==> src/rtl/cmp_pkg.sv <==
// Shared types for the bit-serial magnitude comparator: running-compare encoding,
// controller FSM states and the single-bit cell rule.
package cmp_pkg;

   typedef enum logic [1:0] {
      EQ = 2'b00,
      GT = 2'b01,
      LT = 2'b10
   } cmp_state_e;

   typedef enum logic [1:0] {
      IDLE = 2'b00,
      RUN  = 2'b01,
      DONE = 2'b10
   } fsm_state_e;

   // Bits arrive LSB first, so a differing bit always overrides what came before it.
   function automatic cmp_state_e cell_next(input logic a, input logic b, input cmp_state_e x);
      if (a && !b) return GT;
      if (!a && b) return LT;
      return x;
   endfunction

   function automatic int cnt_width(input int w);
      int c;
      c = $clog2(w + 1);
      return (c < 1) ? 1 : c;
   endfunction

endpackage

==> src/rtl/serial_cmp_ctrl_if.sv <==
// Operand/result handshake bundle for serial_cmp_ctrl; slave is the comparator,
// master is the producer/consumer side.
interface serial_cmp_ctrl_if #(
   parameter int WIDTH = 5
);
   import cmp_pkg::*;

   localparam int CNT_W = cnt_width(WIDTH);

   logic             start_valid;
   logic             start_ready;
   logic [WIDTH-1:0] a_in;
   logic [WIDTH-1:0] b_in;
   logic             res_valid;
   logic             res_ready;
   logic             gt;
   logic             eq;
   logic             lt;
   logic             busy;
   logic [CNT_W-1:0] bit_idx;

   modport slave (
      input  start_valid, a_in, b_in, res_ready,
      output start_ready, res_valid, gt, eq, lt, busy, bit_idx
   );

   modport master (
      output start_valid, a_in, b_in, res_ready,
      input  start_ready, res_valid, gt, eq, lt, busy, bit_idx
   );

endinterface

==> src/rtl/serial_cmp_cell.sv <==
// One comparison cell: folds a single operand bit pair into the running compare state.
module serial_cmp_cell
   import cmp_pkg::*;
(
   input  logic       a_p,
   input  logic       b_p,
   input  cmp_state_e x_p,
   output cmp_state_e p_x
);

   always_comb begin
      p_x = cell_next(a_p, b_p, x_p);
   end

endmodule

==> src/rtl/serial_cmp_ctrl.sv <==
// Bit-serial magnitude comparator: one shared cell evaluated per clock, LSB to MSB,
// with registered GT/EQ/LT presented through a valid/ready result handshake.
module serial_cmp_ctrl
   import cmp_pkg::*;
#(
   parameter int WIDTH = 5
) (
   input  logic                clk,
   input  logic                reset_L,
   serial_cmp_ctrl_if.slave    bus
);

   localparam int              CNT_W = cnt_width(WIDTH);
   localparam logic [CNT_W-1:0] LAST = CNT_W'(WIDTH - 1);

   fsm_state_e       state_q, state_d;
   cmp_state_e       cmp_q, cmp_d, cell_x;
   logic [WIDTH-1:0] a_sh_q, a_sh_d;
   logic [WIDTH-1:0] b_sh_q, b_sh_d;
   logic [CNT_W-1:0] idx_q, idx_d;

   serial_cmp_cell u_cell (
      .a_p (a_sh_q[0]),
      .b_p (b_sh_q[0]),
      .x_p (cmp_q),
      .p_x (cell_x)
   );

   always_ff @(posedge clk) begin
      if (!reset_L) begin
         state_q <= IDLE;
         cmp_q   <= EQ;
         a_sh_q  <= '0;
         b_sh_q  <= '0;
         idx_q   <= '0;
      end else begin
         state_q <= state_d;
         cmp_q   <= cmp_d;
         a_sh_q  <= a_sh_d;
         b_sh_q  <= b_sh_d;
         idx_q   <= idx_d;
      end
   end

   always_comb begin
      state_d = state_q;
      cmp_d   = cmp_q;
      a_sh_d  = a_sh_q;
      b_sh_d  = b_sh_q;
      idx_d   = idx_q;
      case (state_q)
         IDLE: begin
            if (bus.start_valid) begin
               a_sh_d  = bus.a_in;
               b_sh_d  = bus.b_in;
               cmp_d   = EQ;
               idx_d   = '0;
               state_d = RUN;
            end
         end
         RUN: begin
            cmp_d  = cell_x;
            a_sh_d = a_sh_q >> 1;
            b_sh_d = b_sh_q >> 1;
            // Counter stops on the MSB so bit_idx keeps its last processed index.
            if (idx_q == LAST) begin
               state_d = DONE;
            end else begin
               idx_d = idx_q + CNT_W'(1);
            end
         end
         DONE: begin
            if (bus.res_ready) state_d = IDLE;
         end
         default: state_d = IDLE;
      endcase
   end

   assign bus.start_ready = (state_q == IDLE);
   assign bus.res_valid   = (state_q == DONE);
   assign bus.busy        = (state_q == RUN);
   assign bus.gt          = (state_q == DONE) && (cmp_q == GT);
   assign bus.eq          = (state_q == DONE) && (cmp_q == EQ);
   assign bus.lt          = (state_q == DONE) && (cmp_q == LT);
   assign bus.bit_idx     = idx_q;

endmodule
==> src/flat_wrapper.sv <==
// flat-port wrapper written by rule: the top's interface ports become plain ports
module serial_cmp_ctrl_flat import cmp_pkg::*;
#(
   parameter int WIDTH = 5
)
  (clk, reset_L, bus_start_valid, bus_a_in, bus_b_in, bus_res_ready, bus_start_ready, bus_res_valid, bus_gt, bus_eq, bus_lt, bus_busy, bus_bit_idx);
  serial_cmp_ctrl_if #(.WIDTH(WIDTH)) bus_i ();
  input  logic clk;
  input  logic reset_L;
  input wire logic [$bits(bus_i.start_valid)-1:0] bus_start_valid;
  input wire logic [$bits(bus_i.a_in)-1:0] bus_a_in;
  input wire logic [$bits(bus_i.b_in)-1:0] bus_b_in;
  input wire logic [$bits(bus_i.res_ready)-1:0] bus_res_ready;
  output wire logic [$bits(bus_i.start_ready)-1:0] bus_start_ready;
  output wire logic [$bits(bus_i.res_valid)-1:0] bus_res_valid;
  output wire logic [$bits(bus_i.gt)-1:0] bus_gt;
  output wire logic [$bits(bus_i.eq)-1:0] bus_eq;
  output wire logic [$bits(bus_i.lt)-1:0] bus_lt;
  output wire logic [$bits(bus_i.busy)-1:0] bus_busy;
  output wire logic [$bits(bus_i.bit_idx)-1:0] bus_bit_idx;
  assign bus_i.start_valid = bus_start_valid;
  assign bus_i.a_in = bus_a_in;
  assign bus_i.b_in = bus_b_in;
  assign bus_i.res_ready = bus_res_ready;
  assign bus_start_ready = bus_i.start_ready;
  assign bus_res_valid = bus_i.res_valid;
  assign bus_gt = bus_i.gt;
  assign bus_eq = bus_i.eq;
  assign bus_lt = bus_i.lt;
  assign bus_busy = bus_i.busy;
  assign bus_bit_idx = bus_i.bit_idx;
  serial_cmp_ctrl #(.WIDTH(WIDTH)) u_core (.clk(clk), .reset_L(reset_L), .bus(bus_i));
endmodule
==> config.mk <==
export PLATFORM = sky130hd
export DESIGN_NAME = serial_cmp_ctrl_flat
export DESIGN_NICKNAME = d
export VERILOG_FILES = /design/src/rtl/cmp_pkg.sv /design/src/rtl/serial_cmp_ctrl_if.sv /design/src/rtl/serial_cmp_cell.sv /design/src/rtl/serial_cmp_ctrl.sv /design/src/flat_wrapper.sv
export SDC_FILE = /design/constraint.sdc
export NUM_CORES = 1
export LEC_CHECK = 0
export CAP_MARGIN = 20
export CORE_MARGIN = 1
export CORE_UTILIZATION = 41
export DETAILED_ROUTE_END_ITERATION = 10
export GPL_TIMING_DRIVEN = 0
export PLACE_DENSITY = 0.71
export SLEW_MARGIN = 5
export SYNTH_ARGS = -nofsm -noshare
export SYNTH_HDL_FRONTEND = slang
export SYNTH_HIERARCHICAL = 1
export SYNTH_SLANG_ARGS = --single-unit
==> constraint.sdc <==
create_clock -name clk -period 1.2 [get_ports clk]
set_clock_uncertainty 0.2 [all_clocks]
set_input_delay 0.36 -clock clk [delete_from_list [all_inputs] [get_ports clk]]
set_output_delay 0.36 -clock clk [all_outputs]
set_load 0.01 [all_outputs]
# ---- Word-level counts from Yosys, hierarchy flattened
# Index checks and enable logic that the tools add are counted.
dict set report totals {
  ff_bits 17
  inputBits 14
  output_inout_bits 9
  word_cells 50
}
dict set report op_classes {
  addsub 1
  n_eq_ne 10
  n_mux 20
  reduce_logical 14
}
# cell count
set op_table {}
lappend op_table {{$pmux W5 S2} 2}
lappend op_table {{$mux W2} 8}
lappend op_table {{$mux W5} 2}
lappend op_table {{$reduce_and A3 Y1} 3}
lappend op_table {{$mux W3} 2}
lappend op_table {{$ne A2 B2 Y1 const B} 3}
lappend op_table {{$pmux W2 S3} 1}
lappend op_table {{$pmux W3 S2} 1}
lappend op_table {{$logic_and A1 B1 Y1} 5}
lappend op_table {{$eq A2 B1 Y1 const B} 2}
lappend op_table {{$eq A2 B2 Y1 const B} 2}
lappend op_table {{$logic_not A2 Y1} 2}
lappend op_table {{$pmux W2 S2} 1}
lappend op_table {{$add A3 B1 Y3 const B} 1}
lappend op_table {{$eq A3 B3 Y1 const B} 1}
lappend op_table {{$mux W1} 3}
lappend op_table {{$ne A3 B1 Y1 const B} 1}
lappend op_table {{$logic_not A1 Y1} 2}
lappend op_table {{$ne A2 B1 Y1 const B} 1}
lappend op_table {{$reduce_and A2 Y1} 1}
lappend op_table {{$reduce_bool A2 Y1} 1}

# ---- Logic depth before layout (Yosys ltp)
# Gate-level depths: netlist of the first run.
dict set report depth {
  ltp_word 7
  mapped_depth 5
  depth_no_buf 5
}

# ---- Hierarchy
# The synthesis of the first run kept the hierarchy.
# module instances cells_each area_each_um2 seq_area_each_um2
set by_module_without_submodules {}
lappend by_module_without_submodules {serial_cmp_ctrl 1 90 769.5 340.3}
lappend by_module_without_submodules {serial_cmp_cell 1 5 27.5 0.0}

# ---- Least setup slack after synthesis of the first run
# Ideal clock, no wire load.
dict set report synth_path {
  path_kind {register to output}
  from {register u_core.state_q[0]}
  to {output bus_lt}
  t_arrival_ns 0.900
  t_required_ns 0.640
  path_slack_ns -0.260
  path_stages_with_launch 3
  path_buffers 0
  path_cell_list {dfxtp_1 -> nand2b_1 -> nor3b_1}
}
dict set report synth_via {
  elab_chain_len 2
}
# item line
set synth_lines {}
lappend synth_lines {{start: declaration} serial_cmp_ctrl.sv:16} ;# fsm_state_e state_q, state_d;
lappend synth_lines {{start signal: assignment} serial_cmp_ctrl.sv:37} ;# state_q <= state_d;
lappend synth_lines {{$eq A2 B2 Y1} serial_cmp_ctrl.sv:84} ;# assign bus.lt = (state_q == DONE) && (cmp_q == LT);
lappend synth_lines {{$logic_and A1 B1 Y1} serial_cmp_ctrl.sv:84}
lappend synth_lines {{end: declaration} flat_wrapper.sv:18} ;# output wire logic [$bits(bus_i.lt)-1:0] bus_lt;
# Every way passes these cells.

# ---- Worst setup path in the final report of the first run
dict set report layout_path {
  from {register u_core.state_q[0]}
  to {output bus_gt}
}
dict set report layout_via {
  elab_chain_len 2
}
# item line
set layout_lines {}
lappend layout_lines {{$eq A2 B2 Y1} serial_cmp_ctrl.sv:82} ;# assign bus.gt = (state_q == DONE) && (cmp_q == GT);
lappend layout_lines {{$logic_and A1 B1 Y1} serial_cmp_ctrl.sv:82}
lappend layout_lines {{end: declaration} flat_wrapper.sv:16} ;# output wire logic [$bits(bus_i.gt)-1:0] bus_gt;
# Every way passes these cells.

==> results by group, run 1 <==
Cells and area
  • Most common cell after layout, fill and taps aside: buf_6
  • Post-layout util: 78.7%
  • Fill cells: 102
  • Layout Nets: 152
  • Layout cells sized above 1: 50.4%
  • Most frequent cells in the layout: buf_6, clkdlybuf4s50_1, nand2_1
  • Final Cell Area: 0.00140 sq mm
  • Synth-to-Final Area Change: 76.0%
  • Register area: 362 sq um
  • # diodes: 0
  • Area taken by multi-input logic gates: 569 sq um

Floorplan
  • Core Area: 0.00178 sq mm
  • Row Count: 15
  • Starting Density: 44.7%
  • Total die area: 0.00212 sq mm
  • Ports: 23
  • Die Wd: 46.1 um
  • Die Y-Extent: 46.1 um

Critical path
  • Crit-path cells: nand2b_4, nor3b_4, buf_2
  • Crit end category: primary output
  • Max incr delay on CP: 0.36 ns
  • Crit start category: register
  • WP data arrival: 1.13 ns
  • CP required: 0.64 ns
  • Critical path's slowest cell: dfxtp_4
  • R2r startpoint: u_core/state_q[1]
  • Worst setup startpoint: u_core/state_q[0]
  • Crit path max fanout: 4
  • Worst Setup Path Type: reg -> out

Pwr
  • Worst VDD drop: 0.817 mV
  • Leakage: 0.562 nW
  • PnR Total Power: 1.27 mW
  • PwrDens: 905 mW/mm^2

Run status
  • Status: finished, violations left
  • Failing checks: setup timing

STA
  • Setup violations, final: 26
  • Slew Limit Fails: 0
  • Worst hold slack: 0.281 ns
  • RSZ-0062 raised after global routing: yes
  • Slew Limit Headroom: 78.2%
  • Crit share post-route: 141%
  • Fin. Hold Viols: 0
  • FMAX: 0.590 GHz
  • Tmin final: 1.69 ns
  • Worst slew pin tran: 0.327 ns
  • Final WS setup: -0.494 ns

Synth
  • Synth cell types: 30
  • Mean Syn Cell Area: 8.39 sq um
  • Yosys warning total: 6
  • Ys async rst share: 0%
  • Post-synth top flop: dfxtp_1
  • Cells after synthesis: 95
  • Seq/Total Area, Yosys: 42.7%
  • Post-synth EDFFs: 0
  • Yosys reg bits: 17
  • Mapped Area: 797 sq um
  • Post-synth net total: 111

Clock network
  • Reg clk slew, reported paths: 0.09 ns
  • Clock Path Buffers: 2
  • Sink Count: 17
  • H-tree Lvls: 1
  • Clock latency on the worst-skew pair: 0.29 ns
  • Root Buffer: clkbuf_4
  • Clock buffer count from CTS: 3
  • CTS tree: built

Detailed routing
  • Routed Wire Length: 2520 um
  • First drt pass iteration count: 4
  • DR iter-0 viols: 10
  • DRC: 0
  • DR WL/cell: 15.7 um
  • Vias: 872
  • Via density: 5.45
  • ANT nets after route: 0

Placed design
  • Placed Area: 0.00111 sq mm
  • Port buffer count: 22
  • DP HPWL: 1230 um
  • Routability cong.: 0.686
  • Placement Setup Slack: -0.690 ns

Hold path
  • Hold Startpoint: u_core/b_sh_q[4]
  • Hold/Removal Path Class: reg -> reg

GRT
  • Largest net degree at the start of global routing: 11
  • Initial antenna violation count: 0
  • Total global-route track usage: 22.6%
  • Total congestion overflow: 0
  • Vias in the first global route: 716
  • First-pass GRT wire length: 3280 um

Job
  • Maxcap violations: 0
-- state kept, by name (all words and copies together), names as in the netlist --
signal / cells
u_core/bus.bit_idx: 3
u_core/a_sh_q: 5
u_core/b_sh_q: 5
u_core/cmp_q: 2
u_core/state_q: 2
-- area by class of cell --
type,instances,area share (%)
flip-flops and latches,17,25.8
clock buffers,4,1.87
inverters,6,2.14
well taps,25,2.23
repair buffers,36,25.2
multi-input cells,69,40.6
plain buffers,3,2.14
-- path summary, 6_finish.rpt --
check	endpoint	slack [ns]	cells past startpoint
worst max-delay path	bus_gt	-0.49	3
worst min-delay path	u_core/b_sh_q[3]	0.28	2
worst max register to register	u_core/bus.bit_idx[1]	-0.32	5
worst min register to register	u_core/b_sh_q[3]	0.28	2
-- critical path, delay by kind of cell (launching register included) --
family,cells,cell delay (ns)
DFF,1,0.36
and+or+nand+nor,2,0.33
buffers and inverters,1,0.15
-- metal layers --
| metal | up-vias | GRT usage [%] | share of wire, % |
|---|---|---|---|
| li1 | 424 | - | - |
| met1 | 412 | 28.7 | 41 |
| met2 | 28 | 38.0 | 52 |
| met3 | 8 | 7.06 | 4.7 |
| met4 | 0 | 3.53 | 2.2 |
| met5 | - | 0 | 0 |
-- synthesized netlist by cell type, drive strengths merged (2+ instances only) --
| cell | number | share of area, % |
|---|---|---|
| and2 | 2 | 1.6 |
| inv | 6 | 2.8 |
| a22oi | 2 | 1.9 |
| buf | 3 | 3.3 |
| dfxtp | 17 | 43 |
| a21oi | 15 | 9.4 |
| o21ai | 9 | 5.7 |
| nand2 | 12 | 5.7 |
| a31oi | 2 | 2.4 |
| nor2 | 6 | 2.8 |
| a32oi | 2 | 2.2 |
| nor3b | 2 | 1.9 |
| nand2b | 2 | 1.9 |
| ha | 2 | 3.1 |
-- logic make-up after synthesis --
logic type	count (synthesis)	synth area share, %
buf+inv	10	6.59
flops	17	42.7
mux	1	1.26
compound gates	36	27.9
simple gates	28	17.0
fa+ha+maj	3	4.55
-- timing repair --
| action | in CTS | in global routing |
|---|---|---|
| resized for setup | 74 | 25 |
| pin swaps | 15 | 5 |
| hold buffers | 0 | 0 |
| endpoints found under the setup margin | 26 | 26 |
| setup buffers | 11 | 4 |
| cloned | 2 | 0 |
-- stage by stage --
step / setup TNS, ns / std cells
3_3_place_gp: -14.51 / 142
2_1_floorplan: -0.986 / 95
5_1_grt: -8.10 / 160
4_1_cts: -5.70 / 158
6_report: -7.19 / 160
3_5_place_dp: -14.47 / 142
-- power by group --
| group | switching, mW | internal, mW |
|---|---|---|
| Sequential | 0.0332 | 0.594 |
| Clock | 0.178 | 0.130 |
| Combinational | 0.159 | 0.177 |
Power figures use the tool's default switching activity.
==> inputs of run 2 (changes only) <==
Settings changed: CORE_UTILIZATION 41 to 53, DONT_BUFFER_PORTS set to 1, PLACE_DENSITY 0.71 to 0.69.
==> run 2 against run 1 <==
The flow finishes with violations (hold timing, setup timing). Cell count down 15%. Sequential power up 2%. Core utilization up 16 points. Largest cell class unchanged. Clock-buffer cell count unchanged. Sequential share of layout area up 2.5 points. Critical path depth down 1. Maximum frequency up 0.48%. Via count up 6.0%. Total power up 1.7%.
==> results by group, run 2 (synthesized netlist as in run 1, its figures left out) <==
Run status
  • Failing checks: hold timing, setup timing (was setup timing)
  • Status: finished, violations left (unchanged)

Detailed routing
  • Vias: 924 (was 872)
  • Via density: 6.79 (was 5.45)
  • ANT nets after route: 0 (unchanged)
  • First drt pass iteration count: 4 (unchanged)
  • DRC: 0 (unchanged)
  • DR WL/cell: 23.9 um (was 15.7 um)
  • DR iter-0 viols: 69 (was 10)
  • Routed Wire Length: 3250 um (was 2520 um)

Cells and area
  • # diodes: 0 (unchanged)
  • Most frequent cells in the layout: nand2_1, dfxtp_1, buf_6 (was buf_6, clkdlybuf4s50_1, nand2_1)
  • Non-filler cells, final: 136 (was 160)
  • Final Cell Area: 0.00127 sq mm (was 0.00140 sq mm)
  • Synth-to-Final Area Change: 59.8% (was 76.0%)
  • Layout cells sized above 1: 48.8% (was 50.4%)
  • Layout Nets: 138 (was 152)
  • Post-layout util: 94.3% (was 78.7%)

Placed design
  • Placement Setup Slack: -0.212 ns (was -0.690 ns)
  • DP HPWL: 1220 um (was 1230 um)
  • Routability cong.: 0.669 (was 0.686)
  • Port buffer count: 0 (was 22)
  • Placed Area: 880 sq um (was 0.00111 sq mm)
  • Dpl cells: 110 (was 142)

Pwr
  • PwrDens: 1010 mW/mm^2 (was 905 mW/mm^2)
  • PnR Total Power: 1.29 mW (was 1.27 mW)
  • Worst VDD drop: 0.770 mV (was 0.817 mV)
  • Leakage: 0.489 nW (was 0.562 nW)

STA
  • Slew Limit Headroom: 72.5% (was 78.2%)
  • Fin. Hold Viols: 1 (was 0)
  • RSZ-0062 raised after global routing: yes (unchanged)
  • Worst slew pin tran: 0.413 ns (was 0.327 ns)
  • FMAX: 0.593 GHz (was 0.590 GHz)
  • Setup TNS: -7.64 ns (was -7.19 ns)
  • Crit share post-route: 140% (was 141%)
  • Slew Limit Fails: 0 (unchanged)
  • Setup violations, final: 26 (unchanged)
  • Final WS setup: -0.485 ns (was -0.494 ns)
  • Worst hold slack: -0.00520 ns (was 0.281 ns)
  • Tmin final: 1.69 ns (about the same)

Clock network
  • Clock buffer count from CTS: 3 (unchanged)
  • Reg clk slew, reported paths: 0.11 ns (was 0.09 ns)
  • H-tree Lvls: 1 (unchanged)
  • CTS tree: built (unchanged)
  • Clock latency on the worst-skew pair: 0.30 ns (was 0.29 ns)
  • Clock Path Buffers: 2 (unchanged)
  • Root Buffer: clkbuf_4 (unchanged)
  • Sink Count: 17 (unchanged)

Hold path
  • Hold Path End: u_core/b_sh_q[0] (was u_core/b_sh_q[3])
  • Worst hold stages: 2 (unchanged)
  • Hold Startpoint: bus_b_in[0] (was u_core/b_sh_q[4])
  • Hold/Removal Path Class: in -> reg (was reg -> reg)

Critical path
  • CP required: 0.64 ns (about the same)
  • R2r setup slk: -0.41 ns (was -0.32 ns)
  • Crit start category: register (unchanged)
  • WP data arrival: 1.13 ns (about the same)
  • Critical path's slowest cell: dfxtp_4 (unchanged)
  • Crit-path cells: nand2b_4, nor3b_4 (was nand2b_4, nor3b_4, buf_2)
  • Reg-to-Reg End: u_core/bus.bit_idx[1] (unchanged)
  • Worst Setup Path Type: reg -> out (unchanged)
  • WP depth: 2 (was 3)
  • Crit end category: primary output (unchanged)
  • Crit path max-delay family: simple AND/OR/NAND/NOR gates (was flip-flops)
  • R2r startpoint: u_core/state_q[1] (unchanged)
  • Crit path max fanout: 5 (was 4)
  • Max incr delay on CP: 0.38 ns (was 0.36 ns)
  • Reg2Reg Depth: 5 (unchanged)
  • Buffers & Inverters on Critical Path: 0 (was 1)

Floorplan
  • Die Wd: 40.8 um (was 46.1 um)
  • Die Y-Extent: 40.8 um (was 46.1 um)
  • Starting Density: 59.0% (was 44.7%)
  • Row Count: 13 (was 15)
  • Ports: 23 (unchanged)
  • Core Area: 0.00135 sq mm (was 0.00178 sq mm)
  • Total die area: 0.00166 sq mm (was 0.00212 sq mm)

GRT
  • Met1 GRT Util: 33.1% (was 28.7%)
  • Vias in the first global route: 737 (was 716)
  • Total global-route track usage: 31.1% (was 22.6%)
  • Largest net degree at the start of global routing: 11 (unchanged)
  • Initial antenna violation count: 0 (unchanged)
  • GRT Max-Usage Layer: met2 (unchanged)
  • Met3 Track Usage GR: 8.15% (was 7.06%)
  • Total congestion overflow: 0 (unchanged)
  • First-pass GRT wire length: 3250 um (was 3280 um)
  • Met2 Resource Use GR: 50.4% (was 38.0%)

Job
  • Maxcap violations: 0 (unchanged)
==> run 2: cell types whose count changed in the layout (fill, tap and decap cells not counted), moves of 2 or more <==
cell             delta
a21oi_4             +2
buf_2               -3
dlygate4sd3_1       +7
buf_6               -7
clkdlybuf4s50_1    -12
o21ai_0             +4
o21ai_1             -4
==> run 2: timing repair <==
item,in CTS,in global routing
hold buffers,7,0
buffers inserted,7,5
cloned,3,0
pin swaps,7,12
hold endpoints to repair,7,0
resized for setup,31,16
setup endpoints to repair,26,26
==> run 2: layout make-up <==
cell class | count | area [sq um]
multi-input combinational | 69 | 593
sequential | 17 | 360
timing repair buffer | 21 | 210
fill | 40 | 76.3
buffer | 4 | 37.5
inverter | 6 | 27.5
clock buffer | 4 | 26.3
tap | 15 | 18.8
==> run 2: report_power, final <==
| part | internal, mW | total, mW | switching, mW |
|---|---|---|---|
| Sequential | 0.594 | 0.637 | 0.0435 |
| Combinational | 0.155 | 0.321 | 0.166 |
| Clock | 0.130 | 0.333 | 0.203 |
| Total | 0.878 | 1.29 | 0.413 |
==> run 2: worst max path at each step <==
stage                                 start  slack (ns)                to
final                     u_core/state_q[0]       -0.49            bus_gt
after global routing      u_core/state_q[0]       -0.56            bus_gt
after CTS                 u_core/state_q[0]       -0.43            bus_gt
after detailed placement  u_core/state_q[0]       -0.21  u_core/a_sh_q[3]
after global placement    u_core/state_q[0]       -0.20  u_core/b_sh_q[1]
after floorplan           u_core/state_q[0]        -0.1            bus_lt
==> run 2: worst reg2reg max path, stage by stage, from the launching register on <==
cell      delay, ns
dfxtp_4        0.38
buf_6          0.13
buf_6          0.12
o21bai_4       0.21
a31oi_4        0.25
mux2i_1        0.25
==> run 2: metal layers <==
metal,vias to the layer above,wire length [um]
met2,81,1620
met5,-,0
met3,20,311
met1,434,1180
met4,0,144
li1,389,-
==> inputs of run 3 (changes only) <==
==> constraint.sdc (replaced) <==
create_clock -name clk -period 1.2 [get_ports clk]
set_clock_uncertainty 0.2 [all_clocks]
set_input_delay 0.36 -clock clk [delete_from_list [all_inputs] [get_ports clk]]
set_output_delay 0.36 -clock clk [all_outputs]
set_load 0.1 [all_outputs]
==> run 3 against run 2 <==
The run ends with setup timing left. Register-to-register slack got worse by 0.16 ns. Global-route usage increased by 6.5 points. Die area unchanged. Largest cell class unchanged. Largest power group unchanged.
==> results by group, run 3 (synthesized netlist as in run 1, its figures left out) <==
Run status
  • Status: finished, violations left (unchanged)
  • Failing checks: setup timing (was hold timing, setup timing)

GRT
  • Initial antenna violation count: 0 (unchanged)
  • Total congestion overflow: 0 (unchanged)
  • Total global-route track usage: 37.7% (was 31.1%)
  • Vias in the first global route: 820 (was 737)
  • First-pass GRT wire length: 3870 um (was 3250 um)
  • Largest net degree at the start of global routing: 11 (unchanged)

Placed design
  • Placement Setup Slack: -0.790 ns (was -0.212 ns)
  • DP HPWL: 1160 um (was 1220 um)
  • Placed Area: 903 sq um (was 880 sq um)
  • Port buffer count: 0 (unchanged)
  • Routability cong.: 0.669 (unchanged)

Floorplan
  • Row Count: 13 (unchanged)
  • Core Area: 0.00135 sq mm (unchanged)
  • Die Wd: 40.8 um (unchanged)
  • Die Y-Extent: 40.8 um (unchanged)
  • Ports: 23 (unchanged)
  • Starting Density: 59.0% (unchanged)
  • Total die area: 0.00166 sq mm (unchanged)

STA
  • Setup violations, final: 26 (unchanged)
  • RSZ-0062 raised after global routing: yes (unchanged)
  • Worst slew pin tran: 1.04 ns (was 0.413 ns)
  • FMAX: 0.447 GHz (was 0.593 GHz)
  • Final WS setup: -1.04 ns (was -0.485 ns)
  • Fin. Hold Viols: 0 (was 1)
  • Slew Limit Fails: 0 (unchanged)
  • Slew Limit Headroom: 30.7% (was 72.5%)
  • Crit share post-route: 186% (was 140%)
  • Tmin final: 2.24 ns (was 1.69 ns)

Clock network
  • Sink Count: 17 (unchanged)
  • Root Buffer: clkbuf_4 (unchanged)
  • Clock Path Buffers: 2 (unchanged)
  • Reg clk slew, reported paths: 0.10 ns (was 0.11 ns)
  • Clock latency on the worst-skew pair: 0.29 ns (was 0.30 ns)
  • CTS tree: built (unchanged)
  • Clock buffer count from CTS: 3 (unchanged)
  • H-tree Lvls: 1 (unchanged)

Pwr
  • Clock share of power: 23.8% (was 25.8%)
  • Switch share: 34.2% (was 32.0%)
  • NetSw: 458 uW (was 413 uW)
  • Sequential power share: 49.4% (about the same)
  • Combinational Power Share: 26.8% (was 24.8%)
  • Worst VDD drop: 1.02 mV (was 0.770 mV)
  • Internal power: 881 uW (was 878 uW)
  • PwrDens: 1030 mW/mm^2 (was 1010 mW/mm^2)
  • Leakage: 0.467 nW (was 0.489 nW)

Detailed routing
  • Via density: 6.97 (was 6.79)
  • DR WL/cell: 22.9 um (was 23.9 um)
  • ANT nets after route: 0 (unchanged)
  • Vias: 927 (was 924)
  • First drt pass iteration count: 4 (unchanged)
  • DR iter-0 viols: 59 (was 69)
  • Routed Wire Length: 3050 um (was 3250 um)
  • DRC: 0 (unchanged)

Critical path
  • Crit start category: register (unchanged)
  • CP required: 0.64 ns (about the same)
  • R2r setup slk: -0.57 ns (was -0.41 ns)
  • Worst Setup Path Type: reg -> out (unchanged)
  • WP data arrival: 1.68 ns (was 1.13 ns)
  • Crit-path cells: nand2b_4, nor3b_4 (unchanged)
  • Crit end category: primary output (unchanged)
  • Max incr delay on CP: 0.85 ns (was 0.38 ns)
  • Critical path's slowest cell: nor3b_4 (was dfxtp_4)
  • Crit path max fanout: 4 (was 5)

Cells and area
  • Most frequent cells in the layout: nand2_1, dfxtp_1, a21oi_1, dlygate4sd3_1, o21ai_0 (was nand2_1, dfxtp_1, buf_6)
  • Layout cells sized above 1: 48.3% (was 48.8%)
  • Post-layout util: 95.9% (was 94.3%)
  • Layout Nets: 135 (was 138)
  • # diodes: 0 (unchanged)
  • Synth-to-Final Area Change: 62.5% (was 59.8%)
  • Fill cells: 32 (was 40)
  • Final Cell Area: 0.00129 sq mm (was 0.00127 sq mm)

Job
  • Maxcap violations: 0 (unchanged)

Hold path
  • Hold/Removal Path Class: in -> reg (unchanged)
-- run 3: power by group through the flow --
stage	combinational, mW	clock, mW	sequential (mW)
after global routing	0.372	0.334	0.665
after CTS	0.286	0.317	0.651
final	0.359	0.319	0.662
after global placement	0.189	0	0.665
after detailed placement	0.191	0	0.668
after floorplan	0.168	0	0.660
-- run 3: what timing repair did --
item	in CTS	in global routing
setup endpoints to repair	25	26
hold endpoints to repair	8	0
hold buffers	8	0
gates cloned	2	1
pin swaps	5	12
setup buffers	7	6
gates resized for setup	32	16
-- run 3: path summary, 6_finish.rpt --
| check | startpoint | end | depth (start not counted) |
|---|---|---|---|
| min | reset_L | u_core/bus.bit_idx[1] | 2 |
| min reg2reg | u_core/a_sh_q[4] | u_core/a_sh_q[3] | 2 |
| max reg2reg | u_core/state_q[0] | u_core/a_sh_q[4] | 4 |
| max | u_core/state_q[0] | bus_lt | 2 |
-- run 3: routing by layer --
| layer | track usage, % | share of wire, % | vias up |
|---|---|---|---|
| met5 | 0 | 0 | - |
| met4 | 15.8 | 6.2 | 0 |
| met3 | 5.98 | 7.2 | 28 |
| met2 | 72.3 | 51 | 85 |
| met1 | 39.3 | 36 | 427 |
| li1 | - | - | 387 |
-- run 3: worst max-delay path, delay by kind of cell (launching register included) --
kind          cells  cell delay (ns)
flops             1             0.35
simple gates      2             1.03
-- run 3: area by class of cell --
cell class | count | area (sq um) | area share (%)
flip-flops and latches | 17 | 362 | 27.9
well taps | 15 | 18.8 | 1.45
inverters | 6 | 31.3 | 2.42
multi-input cells | 69 | 621 | 47.9
plain buffers | 3 | 35.0 | 2.71
clock buffers | 4 | 26.3 | 2.03
repair buffers | 19 | 201 | 15.6
-- run 3: stage by stage --
stage	cells	total power [mW]	setup TNS, ns	hold WS, ns
2_1_floorplan	95	0.828	-6.10	0.247
3_3_place_gp	110	0.854	-7.38	0.262
3_5_place_dp	110	0.858	-7.67	0.267
4_1_cts	131	1.25	-11.49	0.00413
5_1_grt	133	1.37	-11.93	0.0554
6_report	133	1.34	-11.11	0.0479
